===== src/rtl/report_collector_c0.sv =====
// Report collector: stamps non-zero report vectors with a cycle count, queues them in a FIFO
// and serializes each set report bit as one record over a valid/ready handshake.
module report_collector_c0 #(
    parameter int unsigned DEPTH = 8,
    parameter int unsigned CNT_W = 24
) (
    input  logic             clk,
    input  logic             reset,
    input  logic             run,
    input  logic [7:0]       report_vec,
    input  logic [7:0]       in_symbols,
    output logic             rpt_valid,
    input  logic             rpt_ready,
    output logic [CNT_W+10:0] rpt_data,
    output logic             overflow,
    output logic [15:0]      drop_cnt
);

    localparam int unsigned AW = $clog2(DEPTH);
    localparam int unsigned EW = CNT_W + 16;

    typedef enum logic {StIdle, StEmit} state_e;

    state_e state_q, state_d;

    logic [CNT_W-1:0] cnt_q;
    logic [EW-1:0]    mem_q [DEPTH];
    logic [AW-1:0]    wr_ptr_q, rd_ptr_q;
    logic [AW:0]      count_q;

    logic [7:0]       hold_vec_q;
    logic [CNT_W-1:0] hold_stamp_q;
    logic [7:0]       hold_sym_q;

    logic       capture, full, empty, push, pop, drop;
    logic [7:0] vec_rest;
    logic [2:0] low_id;

    assign capture  = run && (report_vec != 8'h00);
    assign full     = (count_q == (AW+1)'(DEPTH));
    assign empty    = (count_q == '0);
    // A full FIFO still accepts a push when the serializer pops in the same cycle.
    assign push     = capture && (!full || pop);
    assign drop     = capture && full && !pop;
    assign vec_rest = hold_vec_q & (hold_vec_q - 8'd1);

    always_comb begin
        low_id = 3'd0;
        for (int i = 7; i >= 0; i--) begin
            if (hold_vec_q[i]) low_id = 3'(i);
        end
    end

    always_ff @(posedge clk) begin
        if (reset) begin
            cnt_q <= '0;
        end else if (run) begin
            cnt_q <= cnt_q + CNT_W'(1);
        end
    end

    always_ff @(posedge clk) begin
        if (push) begin
            mem_q[wr_ptr_q] <= {cnt_q, report_vec, in_symbols};
        end
    end

    always_ff @(posedge clk) begin
        if (reset) begin
            wr_ptr_q <= '0;
            rd_ptr_q <= '0;
            count_q  <= '0;
        end else begin
            if (push) wr_ptr_q <= wr_ptr_q + AW'(1);
            if (pop)  rd_ptr_q <= rd_ptr_q + AW'(1);
            case ({push, pop})
                2'b10:   count_q <= count_q + (AW+1)'(1);
                2'b01:   count_q <= count_q - (AW+1)'(1);
                default: count_q <= count_q;
            endcase
        end
    end

    always_ff @(posedge clk) begin
        if (reset) begin
            overflow <= 1'b0;
            drop_cnt <= '0;
        end else if (drop) begin
            overflow <= 1'b1;
            if (drop_cnt != 16'hFFFF) drop_cnt <= drop_cnt + 16'd1;
        end
    end

    always_ff @(posedge clk) begin
        if (reset) begin
            hold_vec_q   <= '0;
            hold_stamp_q <= '0;
            hold_sym_q   <= '0;
        end else if (pop) begin
            {hold_stamp_q, hold_vec_q, hold_sym_q} <= mem_q[rd_ptr_q];
        end else if (state_q == StEmit && rpt_ready) begin
            hold_vec_q <= vec_rest;
        end
    end

    always_ff @(posedge clk) begin
        if (reset) begin
            state_q <= StIdle;
        end else begin
            state_q <= state_d;
        end
    end

    always_comb begin
        state_d = state_q;
        unique case (state_q)
            StIdle: if (!empty) state_d = StEmit;
            StEmit: if (rpt_ready && vec_rest == 8'h00) state_d = StIdle;
            default: state_d = StIdle;
        endcase
    end

    always_comb begin
        rpt_valid = (state_q == StEmit);
        pop       = (state_q == StIdle) && !empty;
        rpt_data  = rpt_valid ? {hold_stamp_q, low_id, hold_sym_q} : '0;
    end

endmodule

===== config.mk =====
export PLATFORM = sky130hd
export DESIGN_NAME = report_collector_c0
export DESIGN_NICKNAME = d
export VERILOG_FILES = /design/src/rtl/report_collector_c0.sv
export SDC_FILE = /design/constraint.sdc
export NUM_CORES = 1
export LEC_CHECK = 0
export ABC_AREA = 1
export BUFFER_PORTS_ARGS = -buffer_cell sky130_fd_sc_hd__buf_2
export CAP_MARGIN = 20
export CORE_MARGIN = 1.5
export CORE_UTILIZATION = 55
export CTS_BUF_LIST = sky130_fd_sc_hd__clkbuf_2
export CTS_CLUSTER_SIZE = 24
export DETAILED_ROUTE_END_ITERATION = 10
export PLACE_DENSITY = 0.72
export SYNTH_ARGS = -nofsm -noshare
export SYNTH_HDL_FRONTEND = slang
export SYNTH_SLANG_ARGS = --single-unit

===== constraint.sdc =====
create_clock -name clk -period 6.04 [get_ports clk]
set_clock_uncertainty 0.1 [all_clocks]
set_input_delay 0.604 -clock clk [delete_from_list [all_inputs] [get_ports clk]]
set_output_delay 0.604 -clock clk [all_outputs]
set_load 0.01 [all_outputs]

Yosys cells after proc, flatten, opt, wreduce, memory -nomap -nowiden
Memory sizes are Yosys's and may differ from the RTL's. A register that Yosys moved wholly into a read port is not among the register bits.
Cells that the tools add are included.

storage, ports and cells
  bits in writable memories = 320
  register bits after elaboration = 92
  input bits = 20
  memories kept = 1

cells by class
  bitwise gates (word level) = 2
  equality and inequality tests = 4
  reductions and logical operators = 17
  muxes and demuxes = 19
  $add $sub $neg = 7

memories
  memory  words  width  read ports  clocked after memory_dff  wr ports  RTL line  source
  mem_q   8      40     1           1                         1         27        logic [EW-1:0] mem_q [DEPTH];

operators by type and width
  cell                                               number
  two-way mux 35 bit                                 1
  two-way mux 3 bit                                  10
  adder 24 x 1 -> 24 bit (second input constant)     1
  adder 16 x 1 -> 16 bit (second input constant)     1
  two-way mux 8 bit                                  2
  != test 16 bit (second input constant)             1
  AND 8 bit                                          1
  zero test 8 bit                                    1
  one-hot mux 4 bit (2 select lines)                 1
  nonzero test 8 bit                                 1
  subtractor 8 x 1 -> 8 bit (second input constant)  1
  logical AND 1 bit                                  7
  adder 3 x 1 -> 3 bit (second input constant)       2
  adder 4 x 1 -> 4 bit (second input constant)       1
  == test 4 bit (second input constant)              1
  zero test 4 bit                                    1
  two-way mux 1 bit                                  4
  nonzero test 2 bit                                 2
  subtractor 4 x 1 -> 4 bit (second input constant)  1
  zero test 1 bit                                    3
  == test 2 x 1 -> 1 bit (second input constant)     1
  == test 2 bit (second input constant)              1
  one-hot mux 1 bit (2 select lines)                 1
  AND reduction 2 bit                                1
  2 further kinds                                    2

Logic depth before layout (Yosys ltp)
Gate-level depths: netlist of run 1.

  depth after elaboration = 9
  mapped depth = 15

Worst setup path after synthesis of run 1
Ideal clock, no wire load.

  path type = input -> register
  from = in report_vec[0]
  to = mem mem_q[1][0] in the netlist's numbering (enable)
  path buffers = 0
  arrival time = 2.984 ns
  cell stages on the path = 10
  path slack = 2.518 ns
  library setup time = 0.437 ns
  required time = 5.503 ns
  path through = inv_1 nand2_1 nor2_1 nand2_1 nand2_1 nor2_1 inv_1 nor2_1 inv_1 nor2_1

on the way
  cells in the longest elaborated chain, start to end = 5

RTL lines
  item                                     RTL line  source
  start, declared                          10        input logic [7:0] report_vec,
  nonzero test 8 bit                       39        assign capture = run && (report_vec != 8'h00);
  logical AND 1 bit                        39
  logical AND 1 bit                        43        assign push = capture && (!full || pop);
  two-way mux 1 bit                        63        if (push) begin
  two-way mux 1 bit (implied by the code)  64        mem_q[wr_ptr_q] <= {cnt_q, report_vec, in_symbols};
  end, declared                            27

Every way passes these cells.

Worst setup path after layout of run 1
  from = reg state_q, in the netlist rpt_valid
  to = out rpt_data[10]

on the way
  cells in the longest elaborated chain, start to end = 1

RTL lines
  item                    RTL line  source
  start, declared         24        state_e state_q, state_d;
  start signal, assigned  108       state_q <= StIdle;
  start signal, assigned  110       state_q <= state_d;
  two-way mux 35 bit      126       rpt_data = rpt_valid ? {hold_stamp_q, low_id, hold_sym_q} : '0;
  end, declared           14        output logic [CNT_W+10:0] rpt_data,

Every way passes these cells.

==> flow_summary.json, run 1 <==
{
  "holdPathStages": 4,
  "coreArea_sq_um": 30400,
  "grt_use_total": 0.244,
  "p_per_area_nw_per_um2": 377,
  "synth_flop_cell": "edfxtp_1",
  "clkSinkCount": 415,
  "num_io_pins": 73,
  "power_leakage_nw": 7.00,
  "htreeDepth": 3,
  "layout.nets": 1705,
  "status": "finished clean",
  "totalNegativeSetupSlack_ns": 0,
  "dieArea_sq_um": 31800,
  "async_reset_ff_frac": 0,
  "critPathRequiredTime_ns": 5.34,
  "startpoint_type": "register",
  "finalCritPeriodShare": 0.537,
  "finalNonFillerCells": 2160,
  "slew-limit-headroom": 0.281,
  "cp-end-kind": "primary output",
  "synth_area_per_cell_sq_um": 10.9,
  "dr.pass1.iters": 5,
  "timing.fmax_mhz": 308,
  "placed_cells": 1958,
  "wl_per_cell_microns": 17.4,
  "cts_buffers": 98,
  "tightest_slew_ns": 1.08,
  "row_count": 64,
  "grt_pass1_wl_mm": 59.9,
  "arrival_ns": 2.54,
  "viasPerCell": 5.53,
  "hold_path_class": "in -> reg",
  "finalWorstSetupSlack_ns": 2.80,
  "critPathMaxFanout": 38,
  "synth_cells": 1558,
  "ys_types": 41,
  "postSynthRegisterBits": 415,
  "globalplace.congestion": 0.803,
  "fin_crit_ns": 3.24,
  "drc_errors": 0,
  "grt-ovfl-total": 0,
  "ys_seq_area_frac": 0.680,
  "syn-num-nets": 1585,
  "synthToLayoutAreaGrowth_pct": 9.91,
  "drtIter0Drc": 937,
  "clock_path_buffers": 3,
  "post-place-ws_ns": 2.67,
  "clk_pin_slew_worst_paths_ns": 0.10,
  "maxCapViolCount": 0,
  "synth_edf_count": 320,
  "postCtsSetupBuffers": 0,
  "peakVddDrop_v": 0.000315,
  "nFillCells": 2557,
  "slew_violations": 0,
  "r2r_cells": 8,
  "final_common_cell": "edfxtp_1",
  "tritoncts": "done",
  "grt_pass1_vias": 11800,
  "dpl.hpwl_mm": 20.5,
  "root_buffer": "clkbuf_2",
  "syn_area_sq_um": 16900,
  "die_w_microns": 178,
  "grt_max_degree": 104,
  "rsz0062_at_grt": "no",
  "wl_mm": 37.6,
  "drive_gt1_frac": 0.155,
  "critPathKind": "reg -> out",
  "timing.hold.ws_ns": 0.105,
  "antenna_found_initial": 1,
  "initial_utilization": 0.556,
  "setup_viol": 0,
  "mostFrequentLayoutCells": "edfxtp_1 (320), nor2_1 (239), o21ai_0 (188)",
  "port_buffers": 72,
  "vias": 11900,
  "finalHoldViolations": 0,
  "fp.dieH_microns": 178,
  "ant_nets": 0,
  "fin_util": 0.611,
  "clk_latency_ns": 0.92,
  "yosysWarningCount": 0
}
through the flow:
stage	cell area (sq um)	total power, mW
floorplan	16900	4.83
global placement	17500	5.21
detailed placement	17500	5.28
CTS	18600	7.07
global route	18600	7.48
finish	18600	7.02
routing by layer:
layer  GRT usage  vias up  part of all wire
li1            -     5770                 -
met1       0.320     5672              0.43
met2       0.407      446              0.49
met3      0.0458       57             0.064
met4      0.0885        0             0.019
met5           0        -                 0
repair_timing:
action                                 4_1_cts  5_1_grt
endpoints found under the hold margin      128        0
resized for setup                            0        0
hold buffers                                16        0
cells by family (layout without fill, tap and decap cells):
kind of cell	Yosys count	after routing	share of synthesized area
xor gates and xnor gates	17	17	0.00880
and+or+nand+nor	549	549	0.133
adders and majority gates	7	7	0.00562
other	0	1	0
buffers and inverters	186	391	0.0495
AOI/OAI and AO/OA	384	384	0.123
DFF	415	415	0.680
sequential cells by signal (all words and copies together) (netlist names), named ones only:
register and count:
hold_vec_q 8, rd_ptr_q 3, mem_q 320, count_q 4
drop_cnt 16, overflow 1, wr_ptr_q 3, hold_sym_q 8
hold_stamp_q 24, rpt_valid 1, cnt_q 24
power by group:
part           internal [mW]  leakage, nW  switching, mW
clock                  0.713        0.709           1.08
combinational          0.540         2.60           1.21
sequential              3.28         3.69          0.198
total                   4.53         7.00           2.49
cell usage after synthesis, drive strengths merged, types with 5 or more instances:
master | n | area, sq um
a21oi | 83 | 419
buf | 36 | 269
clkbuf | 48 | 180
dfxtp | 95 | 1900
edfxtp | 320 | 9610
ha | 6 | 75.1
inv | 100 | 380
nand2 | 191 | 737
nand3 | 76 | 380
nand4 | 7 | 43.8
nor2 | 249 | 945
nor3 | 20 | 105
o211ai | 36 | 270
o21a | 5 | 37.5
o21ai | 220 | 1100
o22ai | 32 | 200
xnor2 | 9 | 78.8
xor2 | 8 | 70.1
layout make-up:
class / instances / area, sq um / area share
clock inverter: 33 / 158 / 0.00847
antenna: 1 / 2.50 / 0.000135
tap: 396 / 495 / 0.0266
timing repair buffer: 104 / 641 / 0.0344
multi-input combinational: 957 / 4640 / 0.249
inverter: 102 / 388 / 0.0208
clock buffer: 152 / 761 / 0.0409
sequential: 415 / 11500 / 0.619
worst max-delay path: stages (launching register included):
cell and delay, ns:
dfxtp_2 0.95, inv_1 0.22, nor4_1 0.32, buf_2 0.18
path summary, 6_finish.rpt:
path / startpoint / endpoint / slack [ns]
min reg2reg: rd_ptr_q[2]$_SDFFE_PP0N_ / register / 0.34
min: rpt_ready / hold_vec_q[0]$_SDFFE_PP0P_ / 0.10
max: rpt_valid$_SDFF_PP0_ / rpt_data[10] / 2.80
max reg2reg: rpt_valid$_SDFF_PP0_ / mem_q[7][34]$_DFFE_PP_ / 3.05
No activity file was read; power rests on OpenSTA's default activity.
==> inputs of run 2 (changes only) <==
- clock period: 6.04 -> 3 ns (I/O delays scaled with it)
==> flow_summary.json, run 2 (synthesis results as in run 1) <==
{
  "cp_num_buf_inv": 3,
  "clk_pin_slew_worst_paths_ns": 0.10,
  "worstPathCellList": "nor2_1 -> nand2_1 -> nand2_2 -> inv_2 -> buf_4 -> nand3_1 -> a21oi_1 -> dlygate4sd3_1",
  "dpl.hpwl_mm": 21.5,
  "port_buffers": 72,
  "slew_violations": 0,
  "ant_nets": 0,
  "power_leakage_nw": 7.24,
  "nFillCells": 2490,
  "cp_slowest_cell": "buf_4",
  "finalWorstSetupSlack_ns": 0.365,
  "grt_pass1_wl_mm": 60.9,
  "htreeDepth": 3,
  "fin_crit_ns": 2.64,
  "num_io_pins": 73,
  "p_per_area_nw_per_um2": 774,
  "clk_latency_ns": 0.92,
  "holdPathEnd": "mem_q[1][11]$_DFFE_PP_",
  "p_sw_mw": 5.14,
  "largest_register_ffs": 320,
  "wl_mm": 38.1,
  "final_common_cell": "edfxtp_1",
  "wl_per_cell_microns": 17.4,
  "placed_cells": 1972,
  "globalplace.congestion": 0.863,
  "maxCapViolCount": 0,
  "power_mw": 14.7,
  "setup_viol": 0,
  "root_buffer": "clkbuf_2",
  "fin_util": 0.625,
  "vias": 12100,
  "startpoint_type": "register",
  "holdPathStages": 2,
  "cp-end-kind": "register",
  "dieArea_sq_um": 31800,
  "clockPowerShare": 0.272,
  "peakVddDrop_v": 0.000727,
  "timing.rr.end": "hold_vec_q[0]$_SDFFE_PP0P_",
  "power_frac_comb": 0.260,
  "drtIter0Drc": 990,
  "arrival_ns": 3.39,
  "antenna_found_initial": 1,
  "slowest_delay_ns": 0.63,
  "fp.dieH_microns": 178,
  "initial_utilization": 0.556,
  "synthToLayoutAreaGrowth_pct": 12.3,
  "hold_path_class": "in -> reg",
  "coreArea_sq_um": 30400,
  "rsz0062_at_grt": "no",
  "finalHoldViolations": 0,
  "die_w_microns": 178,
  "layout.nets": 1729,
  "internal-power_mw": 9.57,
  "critPathRequiredTime_ns": 3.76,
  "grt_max_degree": 161,
  "status": "finished clean",
  "row_count": 64,
  "dr.pass1.iters": 5,
  "reg2reg_from": "count_q[0]$_SDFFE_PP0P_",
  "critPathKind": "reg -> reg",
  "reg2reg_slack_ns": 0.36,
  "finalCritPeriodShare": 0.878,
  "timing.fmax_mhz": 379,
  "clock_path_buffers": 3,
  "largest-register": "mem_q",
  "final_area_sq_um": 19000,
  "drc_errors": 0,
  "reg_top3": "mem_q x320, cnt_q x24, hold_stamp_q x24",
  "grt_pass1_vias": 11800,
  "tritoncts": "done",
  "drive_gt1_frac": 0.173,
  "seq_power_share": 0.468,
  "placed_area_sq_um": 17800,
  "critical_path.top_delay_family": "buffers and inverters",
  "cts_buffers": 103,
  "viasPerCell": 5.51,
  "clkSinkCount": 415,
  "grt-ovfl-total": 0,
  "tightest_slew_ns": 0.823,
  "min_from": "report_vec[3]",
  "r2r_cells": 8,
  "mostFrequentLayoutCells": "edfxtp_1 (320), nor2_1 (239), o21ai_0 (188)",
  "slew-limit-headroom": 0.452,
  "finalNonFillerCells": 2191,
  "multi_input_area_sq_um": 4640,
  "grt_use_total": 0.248,
  "regArea_sq_um": 11500,
  "post-place-ws_ns": 0.437,
  "critPathMaxFanout": 79,
  "swShare": 0.349
}
==> run 2: cell count changes in the layout (fill, tap and decap cells not counted), sizes merged, moves of 2 or more <==
cell,before,now
clkbuf,152,176
bufinv,1,3
buf,88,102
clkinv,30,16
dlygate4sd3,16,21
==> run 2: metrics by stage <==
| step | setup TNS, ns | hold WS [ns] |
|---|---|---|
| 6_report | 0 | 0.0969 |
| 5_1_grt | 0 | 0.0481 |
| 4_1_cts | 0 | 0.00670 |
| 3_5_place_dp | 0 | 0.327 |
| 3_3_place_gp | 0 | 0.319 |
| 2_1_floorplan | -43.73 | 0.299 |
==> run 2: how the worst max path moves through the flow <==
stage                                  from                          to  slack, ns  cells after the start
floorplan              rpt_valid$_SDFF_PP0_       mem_q[1][0]$_DFFE_PP_      -0.27                      8
finish              count_q[0]$_SDFFE_PP0P_  hold_vec_q[0]$_SDFFE_PP0P_       0.36                      8
CTS                 count_q[0]$_SDFFE_PP0P_  hold_vec_q[0]$_SDFFE_PP0P_       0.33                      8
global route        count_q[0]$_SDFFE_PP0P_  hold_vec_q[0]$_SDFFE_PP0P_       0.11                      8
detailed placement            report_vec[2]      mem_q[5][10]$_DFFE_PP_       0.44                     12
global placement              report_vec[2]       mem_q[5][1]$_DFFE_PP_       0.51                     12
==> run 2: routing by layer <==
metal | global-route usage | vias to the layer above | share of wire
li1 | - | 5828 | -
met3 | 0.0482 | 65 | 0.061
met1 | 0.326 | 5779 | 0.44
met5 | 0 | - | 0
met4 | 0.0955 | 0 | 0.017
met2 | 0.408 | 408 | 0.48
==> run 2: timing repair <==
| item | CTS | global route |
|---|---|---|
| endpoints found under the setup margin | 0 | 0 |
| hold buffers | 21 | 0 |
| buffers inserted | 0 | 0 |
| endpoints found under the hold margin | 219 | 0 |
| resized for setup | 0 | 0 |
==> run 2: power by group through the flow <==
stage | combinational, mW | clock [mW] | sequential, mW
2_1_floorplan | 2.84 | 0 | 6.88
3_3_place_gp | 3.67 | 0 | 7.00
3_5_place_dp | 3.79 | 0 | 7.01
4_1_cts | 3.84 | 4.10 | 6.88
5_1_grt | 4.30 | 4.40 | 6.94
6_report | 3.82 | 4.00 | 6.88
==> run 2: final cells by class <==
| class | count | share of cell area |
|---|---|---|
| Clock inverter | 20 | 0.00856 |
| Sequential cell | 415 | 0.606 |
| Tap cell | 396 | 0.0261 |
| Antenna cell | 2 | 0.000263 |
| Multi-Input combinational cell | 957 | 0.244 |
| Inverter | 102 | 0.0204 |
| Clock buffer | 176 | 0.0463 |
| Timing Repair Buffer | 123 | 0.0484 |
==> inputs of run 3 (changes only) <==
- BUFFER_PORTS_ARGS: -buffer_cell sky130_fd_sc_hd__buf_2 -> unset
- DONT_BUFFER_PORTS: unset -> 1
- GPL_TIMING_DRIVEN: unset -> 0
- PLACE_DENSITY: 0.72 -> 0.7
==> flow_summary.json, run 3 (synthesis results as in run 1) <==
{
  "clockPowerShare": 0.254,
  "globalplace.congestion": 0.897,
  "largest-register": "mem_q",
  "p_per_area_nw_per_um2": 803,
  "initial_utilization": 0.556,
  "port_buffers": 0,
  "peakVddDrop_v": 0.000524,
  "placed_cells": 1962,
  "drc_errors": 0,
  "p_sw_mw": 5.65,
  "maxCapViolCount": 0,
  "critPathMaxFanout": 10,
  "vias": 12600,
  "power_mw": 15.1,
  "multi_input_area_sq_um": 4640,
  "hold_path_class": "in -> reg",
  "drtIter0Drc": 1501,
  "fin_crit_ns": 2.78,
  "ant_nets": 0,
  "arrival_ns": 2.38,
  "totalNegativeSetupSlack_ns": 0,
  "row_count": 64,
  "finalNonFillerCells": 2174,
  "wl_mm": 45.5,
  "fp.dieH_microns": 178,
  "synthToLayoutAreaGrowth_pct": 11.3,
  "dr.pass1.iters": 6,
  "timing.fmax_mhz": 359,
  "clk_latency_ns": 0.91,
  "nFillCells": 2557,
  "coreArea_sq_um": 30400,
  "die_w_microns": 178,
  "final_common_cell": "edfxtp_1",
  "grt_max_degree": 25,
  "rsz0062_at_grt": "no",
  "mostFrequentLayoutCells": "edfxtp_1 (320), nor2_1 (238), o21ai_0 (188)",
  "drive_gt1_frac": 0.133,
  "clk_pin_slew_worst_paths_ns": 0.12,
  "layout.nets": 1717,
  "cp-end-kind": "primary output",
  "reg_top3": "mem_q x320, cnt_q x24, hold_stamp_q x24",
  "internal-power_mw": 9.47,
  "clkSinkCount": 415,
  "fin_util": 0.619,
  "clock_path_buffers": 3,
  "critPathRequiredTime_ns": 2.60,
  "root_buffer": "clkbuf_2",
  "dpl.hpwl_mm": 28.2,
  "slew_violations": 0,
  "antenna_found_initial": 2,
  "cts_buffers": 99,
  "startpoint_type": "register",
  "grt_use_total": 0.294,
  "viasPerCell": 5.80,
  "critPathKind": "reg -> out",
  "finalCritPeriodShare": 0.927,
  "power_leakage_nw": 6.93,
  "status": "finished clean",
  "grt_pass1_wl_mm": 69.2,
  "post-place-ws_ns": 0.191,
  "slew-limit-headroom": 0.329,
  "num_io_pins": 73,
  "seq_power_share": 0.451,
  "grt_pass1_vias": 12400,
  "dieArea_sq_um": 31800,
  "regArea_sq_um": 11500,
  "largest_register_ffs": 320,
  "reg2reg_slack_ns": 0.22,
  "power_frac_comb": 0.296,
  "finalHoldViolations": 0,
  "tritoncts": "done",
  "tightest_slew_ns": 1.01,
  "wl_per_cell_microns": 20.9,
  "setup_viol": 0,
  "htreeDepth": 3,
  "finalWorstSetupSlack_ns": 0.218,
  "swShare": 0.374,
  "grt-ovfl-total": 0
}
run 3: cell types whose count changed in the layout (fill, tap and decap cells not counted), moves of 2 or more:
cell and change:
buf_2 -61, clkbuf_1 +48, buf_6 +11, clkbuf_2 -11, buf_4 -9, buf_1 +5
dfxtp_1 +4, clkinv_1 +3, buf_12 -2, dfxtp_2 -2, dfxtp_4 -2, dlygate4sd3_1 -2
run 3: layer usage:
layer	up-vias	wire [microns]	GRT usage
met5	-	10	0
met4	2	1130	0.109
met3	105	4310	0.0575
met2	657	21800	0.487
met1	6049	18200	0.384
li1	5786	-	-
run 3: per-stage QoR:
stage	cell area (sq um)	hold WS [ns]
floorplan	16900	0.299
global placement	17400	0.299
detailed placement	17600	0.299
CTS	18800	0.0374
global route	18800	0.0636
finish	18800	0.0960
run 3: path summary, 6_finish.rpt:
path / startpoint / end / cells after the start
setup / recovery: rpt_valid$_SDFF_PP0_ / rpt_data[32] / 4
hold / removal: in_symbols[4] / mem_q[6][4]$_DFFE_PP_ / 1
setup reg to reg: rpt_valid$_SDFF_PP0_ / mem_q[7][39]$_DFFE_PP_ / 9
hold reg to reg: rd_ptr_q[2]$_SDFFE_PP0N_ / rd_ptr_q[2]$_SDFFE_PP0N_ / 1
run 3: worst max-delay path, stage by stage (launching register included):
cell and delay [ns]:
dfxtp_1 0.40, buf_2 0.30, buf_1 0.48, nand2_1 0.16
inv_1 0.13
run 3: layout make-up:
| type | count | area share |
|---|---|---|
| clock inverters | 24 | 0.00817 |
| clock buffers | 164 | 0.0436 |
| well taps | 396 | 0.0263 |
| inverters | 102 | 0.0206 |
| repair buffers | 31 | 0.0202 |
| diodes | 1 | 0.000133 |
| plain buffers | 84 | 0.0239 |
| multi-input cells | 957 | 0.246 |
| flip-flops and latches | 415 | 0.611 |
run 3: what timing repair did:
item | in CTS | in global routing
hold buffers | 19 | 0
setup endpoints to repair | 0 | 20
gates resized for setup | 0 | 2
hold endpoints to repair | 187 | 0
buffers inserted | 0 | 4
run 3: power by group through the flow:
stage / Sequential [mW] / Clock, mW / Combinational [mW]
global route: 6.86 / 4.17 / 4.90
finish: 6.81 / 3.84 / 4.47
CTS: 6.81 / 3.88 / 4.43
global placement: 6.94 / 0 / 4.24
floorplan: 6.88 / 0 / 2.84
detailed placement: 6.94 / 0 / 4.37
